===== src/rtl/issue_ctrl.sv =====
// In-order single-issue front end: fetch, decode wait, scoreboard-gated issue,
// branch resolution wait and halt, with scalar and predicate pending-write tracking.
module issue_ctrl #(
    parameter int WIDTH   = 32,
    parameter int REG_SEL = 5
) (
    input  logic               clk,
    input  logic               rst,
    input  logic               start,
    output logic               imem_req,
    output logic [WIDTH-1:0]   imem_addr,
    input  logic               imem_valid,
    input  logic [WIDTH-1:0]   imem_rdata,
    output logic [WIDTH-1:0]   inst,
    input  logic               dec_halted,
    input  logic               dec_is_branch,
    input  logic               dec_a_from_regbank,
    input  logic               dec_b_from_regbank,
    input  logic               dec_a_regbank_sel,
    input  logic               dec_z_regbank_sel,
    input  logic [REG_SEL-1:0] dec_a_regbank_addr,
    input  logic [REG_SEL-1:0] dec_b_regbank_addr,
    input  logic [REG_SEL-1:0] dec_z_regbank_addr,
    output logic               issue_valid,
    input  logic               issue_ready,
    input  logic               wb_valid,
    input  logic               wb_regbank_sel,
    input  logic [REG_SEL-1:0] wb_regbank_addr,
    input  logic               br_valid,
    input  logic               br_taken,
    input  logic [WIDTH-1:0]   br_target,
    output logic               halted,
    output logic               busy
);

    localparam int NSCAL = 1 << REG_SEL;

    // state   | meaning
    // IDLE    | waiting for start
    // FETCH   | imem request outstanding for pc
    // DECODE  | decoder settling on the latched instruction
    // ISSUE   | offering instruction, gated by the scoreboard
    // BRWAIT  | branch issued, waiting for its resolution
    // HALTED  | halt retired with a clear scoreboard, only rst leaves
    typedef enum logic [2:0] {
        S_IDLE,
        S_FETCH,
        S_DECODE,
        S_ISSUE,
        S_BRWAIT,
        S_HALTED
    } state_t;

    state_t             state_q, state_d;
    logic [WIDTH-1:0]   pc_q, pc_d;
    logic [WIDTH-1:0]   inst_q, inst_d;
    logic [NSCAL-1:0]   pend_s_q, pend_s_d;
    logic [15:0]        pend_p_q, pend_p_d;

    logic haz_a, haz_b, haz_z, hazard, handshake, sb_clear;

    always_comb begin
        haz_a = dec_a_regbank_sel ? pend_p_q[dec_a_regbank_addr[3:0]]
                                  : pend_s_q[dec_a_regbank_addr];
        haz_b = pend_s_q[dec_b_regbank_addr];
        haz_z = dec_z_regbank_sel ? pend_p_q[dec_z_regbank_addr[3:0]]
                                  : pend_s_q[dec_z_regbank_addr];
        hazard = (dec_a_from_regbank && haz_a)
               || (dec_b_from_regbank && haz_b)
               || (!dec_is_branch && !dec_halted && haz_z);
        sb_clear = (pend_s_q == '0) && (pend_p_q == '0);
    end

    assign imem_req    = (state_q == S_FETCH);
    assign imem_addr   = pc_q;
    assign inst        = inst_q;
    assign issue_valid = (state_q == S_ISSUE) && !hazard && !dec_halted;
    assign handshake   = issue_valid && issue_ready;
    assign halted      = (state_q == S_HALTED);
    assign busy        = (state_q != S_IDLE) && (state_q != S_HALTED);

    always_comb begin
        state_d = state_q;
        pc_d    = pc_q;
        inst_d  = inst_q;
        unique case (state_q)
            S_IDLE:   if (start) state_d = S_FETCH;
            S_FETCH: begin
                if (imem_valid) begin
                    inst_d  = imem_rdata;
                    state_d = S_DECODE;
                end
            end
            S_DECODE: state_d = S_ISSUE;
            S_ISSUE: begin
                if (dec_halted) begin
                    if (sb_clear) state_d = S_HALTED;
                end else if (handshake) begin
                    if (dec_is_branch) begin
                        state_d = S_BRWAIT;
                    end else begin
                        pc_d    = pc_q + WIDTH'(1);
                        state_d = S_FETCH;
                    end
                end
            end
            S_BRWAIT: begin
                if (br_valid) begin
                    pc_d    = br_taken ? br_target : pc_q + WIDTH'(1);
                    state_d = S_FETCH;
                end
            end
            S_HALTED: state_d = S_HALTED;
            default:  state_d = S_IDLE;
        endcase
    end

    // Clear first, then set, so an issue to a register completing in the same cycle stays pending.
    always_comb begin
        pend_s_d = pend_s_q;
        pend_p_d = pend_p_q;
        if (wb_valid) begin
            if (wb_regbank_sel) pend_p_d[wb_regbank_addr[3:0]] = 1'b0;
            else                pend_s_d[wb_regbank_addr]      = 1'b0;
        end
        if (handshake && !dec_is_branch) begin
            if (dec_z_regbank_sel) pend_p_d[dec_z_regbank_addr[3:0]] = 1'b1;
            else                   pend_s_d[dec_z_regbank_addr]      = 1'b1;
        end
    end

    always_ff @(posedge clk) begin
        if (rst) begin
            state_q  <= S_IDLE;
            pc_q     <= '0;
            inst_q   <= '0;
            pend_s_q <= '0;
            pend_p_q <= '0;
        end else begin
            state_q  <= state_d;
            pc_q     <= pc_d;
            inst_q   <= inst_d;
            pend_s_q <= pend_s_d;
            pend_p_q <= pend_p_d;
        end
    end

endmodule

===== config.mk =====
export PLATFORM = sky130hd
export DESIGN_NAME = issue_ctrl
export DESIGN_NICKNAME = d
export VERILOG_FILES = /design/src/rtl/issue_ctrl.sv
export SDC_FILE = /design/constraint.sdc
export NUM_CORES = 1
export LEC_CHECK = 0
export ABC_AREA = 1
export BUFFER_PORTS_ARGS = -buffer_cell sky130_fd_sc_hd__buf_2
export CAP_MARGIN = 20
export CORE_MARGIN = 5
export CORE_UTILIZATION = 42
export DETAILED_ROUTE_END_ITERATION = 10
export HOLD_SLACK_MARGIN = 0.12
export PLACE_DENSITY = 0.67
export SYNTH_ARGS = -nofsm -noshare
export SYNTH_HDL_FRONTEND = slang
export SYNTH_SLANG_ARGS = --single-unit

===== constraint.sdc =====
create_clock -name clk -period 2.1 [get_ports clk]
set_input_delay 0.105 -clock clk [delete_from_list [all_inputs] [get_ports clk]]
set_output_delay 0.105 -clock clk [all_outputs]
set_load 0.02 [all_outputs]

==> results.cfg <==
[outcome]
outcome = complete, no violations

[clock_tree]
path_clk_slew_ps = 60
cts_buffers = 17
clock-sinks = 115
clk_latency_ps = 420
root_buffer = clkbuf_16
htreeDepth = 4
cts_tree = done
cts_buffer_depth = 2

[synth]
synth-seq-cells = 115
syn_inst = 1187
synth-seq-area-share_pct = 31.56
syn_avg_cell_area_sq_um = 6.145
synth_enable_flop_cells = 0
yosysWarnings = 0
synth_area_sq_um = 7294
async_reset_ff_share_pct = 0
ys_types = 31
syn_nets = 1287
synth-main-ff-cell = dfxtp_1

[pwr]
power.share.switching_pct = 39.14
combPwrFrac_pct = 40.6
pwr-share-clk_pct = 29.8
powerDensity_nw_per_um2 = 933.8
seqPwrFrac_pct = 29.6
leakagePower_nw = 4.726
vdd_drop_max_v = 0.0006801
p_int_mw = 6.015
p_switching_mw = 3.869

[placement]
port-buffer-count = 166
pre_cts_ws_ps = -71.68
hpwl_um = 19140
placed_area_sq_um = 8602
dp_cells = 1578
gp_routability_congestion = 0.9950

[hold_path]
worstHoldPathCells = 4
min_delay_worst_endpoint = pend_s_q[0]$_SDFF_PP0_
holdCritPathClass = in -> reg
min_from = dec_z_regbank_addr[4]

[timing]
timing.final.hold_violations = 0
setup_ws_ps = 38.35
slew-limit-headroom_pct = 54.32
grt_setup_unrepaired = yes
period_needed_ps = 2062
fmax_mhz = 485.0
post-route-period-util_pct = 98.17
final-setup-viol-count = 0
finClkSkew_ps = 9.424
tightest_slew_ps = 685.2
finalMaxSlewViolations = 0

[layout]
layout.cells.non_filler = 1697
nets = 1557
drive_above_1_share_pct = 26.94
mostFrequentLayoutCell = nand2_1
postLayoutCellArea_sq_um = 10580
final_core_util_pct = 61.62
area_growth_pct = 45.09
layout_common_cells = nand2_1, buf_2, nor2_1, nand3_1, o21ai_0

[die]
fp.dieH_um = 141.8
die_area_sq_um = 20100
core_area_sq_um = 17180
start_util_pct = 42.47
rows = 48
dieWidth_um = 141.8
num_io_pins = 167

[route]
vias = 9478
wirelength_um = 29580
drc = 0
first_iter_violations = 928
first_pass_iters = 5
wire_per_inst_um = 17.43
vias_per_cell = 5.585
ant_nets = 0

[grt]
grt_util_all_layers_pct = 26.89
gr-total-overflow = 0
grt_first_pass_wirelength_um = 43820
antenna_found_initial = 2
grt_max_degree = 60
grt_pass1_vias = 8594

[critical_path]
r2r-start = imem_addr[1]$_SDFFE_PP0P_
arrival_ps = 2380
rrSetupSlack_ps = 40
critPathKind = reg -> reg
cp-start-kind = flop
r2r_end = imem_addr[24]$_SDFFE_PP0P_
critPathRequiredTime_ps = 2410
crit_path_end_kind = flop
crit_fanout = 4
ff2ff_path_depth = 15

[run]
maxCapViolCount = 0
## worst max path at each step
stage	slack [ps]	cells after the start	endpoint	start
2_1_floorplan	5	14	imem_addr[27]$_SDFFE_PP0P_	imem_addr[2]$_SDFFE_PP0P_
3_3_place_gp	1	16	imem_addr[8]$_SDFFE_PP0P_	dec_a_regbank_addr[0]
3_5_place_dp	-70	16	imem_addr[18]$_SDFFE_PP0P_	dec_a_regbank_addr[0]
4_1_cts	3	12	issue_valid	pend_s_q[15]$_SDFF_PP0_
5_1_grt	-130	15	imem_addr[24]$_SDFFE_PP0P_	imem_addr[1]$_SDFFE_PP0P_
6_report	40	15	imem_addr[24]$_SDFFE_PP0P_	imem_addr[1]$_SDFFE_PP0P_
## routing by layer
| layer | global-route usage, % | wire length [um] | vias up |
|---|---|---|---|
| li1 | - | - | 4501 |
| met1 | 35.08 | 11740 | 4306 |
| met2 | 42.21 | 13350 | 556 |
| met3 | 7.078 | 3212 | 115 |
| met4 | 11.01 | 1282 | 0 |
| met5 | 0 | 0 | - |
## synth_stat cells, types with 3 or more instances
cell / instances / area [sq um]
nand2_1: 289 / 1085
nor2_1: 160 / 600.6
nand3_1: 123 / 615.6
dfxtp_1: 115 / 2302
o21ai_0: 102 / 510.5
inv_1: 98 / 367.9
a21oi_1: 88 / 440.4
nand4_1: 68 / 425.4
clkbuf_1: 27 / 101.4
xor2_1: 15 / 131.4
nor4_1: 13 / 81.33
buf_2: 12 / 60.06
mux2i_1: 12 / 120.1
xnor2_1: 9 / 78.83
buf_6: 8 / 90.09
nor3_1: 8 / 40.04
buf_1: 7 / 26.28
buf_4: 6 / 45.04
inv_2: 5 / 18.77
nor2_2: 4 / 25.02
nand3b_1: 3 / 22.52
## cells by family (layout without fill, tap and decap cells)
group / after synthesis / count (layout) / synth area share, %
AO/OA/AOI/OAI: 198 / 198 / 13.79
XOR/XNOR: 24 / 24 / 2.882
adder cells (fa/ha/maj): 1 / 1 / 0.1715
buffers and inverters: 164 / 447 / 9.777
flip-flops: 115 / 115 / 31.56
multiplexers: 12 / 12 / 1.647
other: 0 / 2 / 0
AND/OR/NAND/NOR: 673 / 673 / 40.17
## sequential cells by signal, summed over array words and instances (netlist names)
name / cells
inst: 32
imem_addr: 32
pend_s_q: 32
state_q: 3
pend_p_q: 16
## critical path: stages, from the launching register on
cell      delay (ps)
dfxtp_4          370
ha_4             150
nand2_4           60
nor2_4           120
nand3_2           90
inv_2             70
nand3b_1         130
nor2_4           150
buf_4            150
nand3_4          100
nor2_4           140
xor2_1            70
o21bai_1         170
nand3_2           80
nand2_1           60
nor2_1            40
## stage by stage
| step | hold WS (ps) | power, mW | TNS, ps |
|---|---|---|---|
| after floorplan | 239.9 | 5.151 | 0 |
| after global placement | 324.9 | 6.254 | 0 |
| after detailed placement | 332.9 | 6.278 | -1239 |
| after CTS | 132.7 | 9.314 | 0 |
| after global routing | 144.2 | 10.43 | -1764 |
| final | 146.0 | 9.883 | 0 |
## layout make-up
type / instances / area, sq um
clock buffer: 20 / 436.7
fill: 1560 / 6593
inverter: 104 / 390.4
antenna: 2 / 5.005
tap: 225 / 281.5
timing repair buffer: 311 / 2340
multi-input combinational: 908 / 4586
clock inverter: 12 / 156.4
sequential: 115 / 2389
## power by group through the flow
stage,Combinational (mW),Sequential [mW],Clock (mW)
2_1_floorplan,1.79,3.36,0
3_3_place_gp,3.32,2.94,0
3_5_place_dp,3.35,2.93,0
4_1_cts,3.45,2.90,2.96
5_1_grt,4.36,2.97,3.09
6_report,4.02,2.92,2.94
## what timing repair did
item,in CTS,in global routing
cloned,0,13
resized for setup,7,137
buffers inserted,0,8
hold endpoints to repair,63,0
hold buffers,64,0
pin swaps,0,38
endpoints found under the setup margin,3,84
Note: power is estimated with default switching activity, not from simulation.
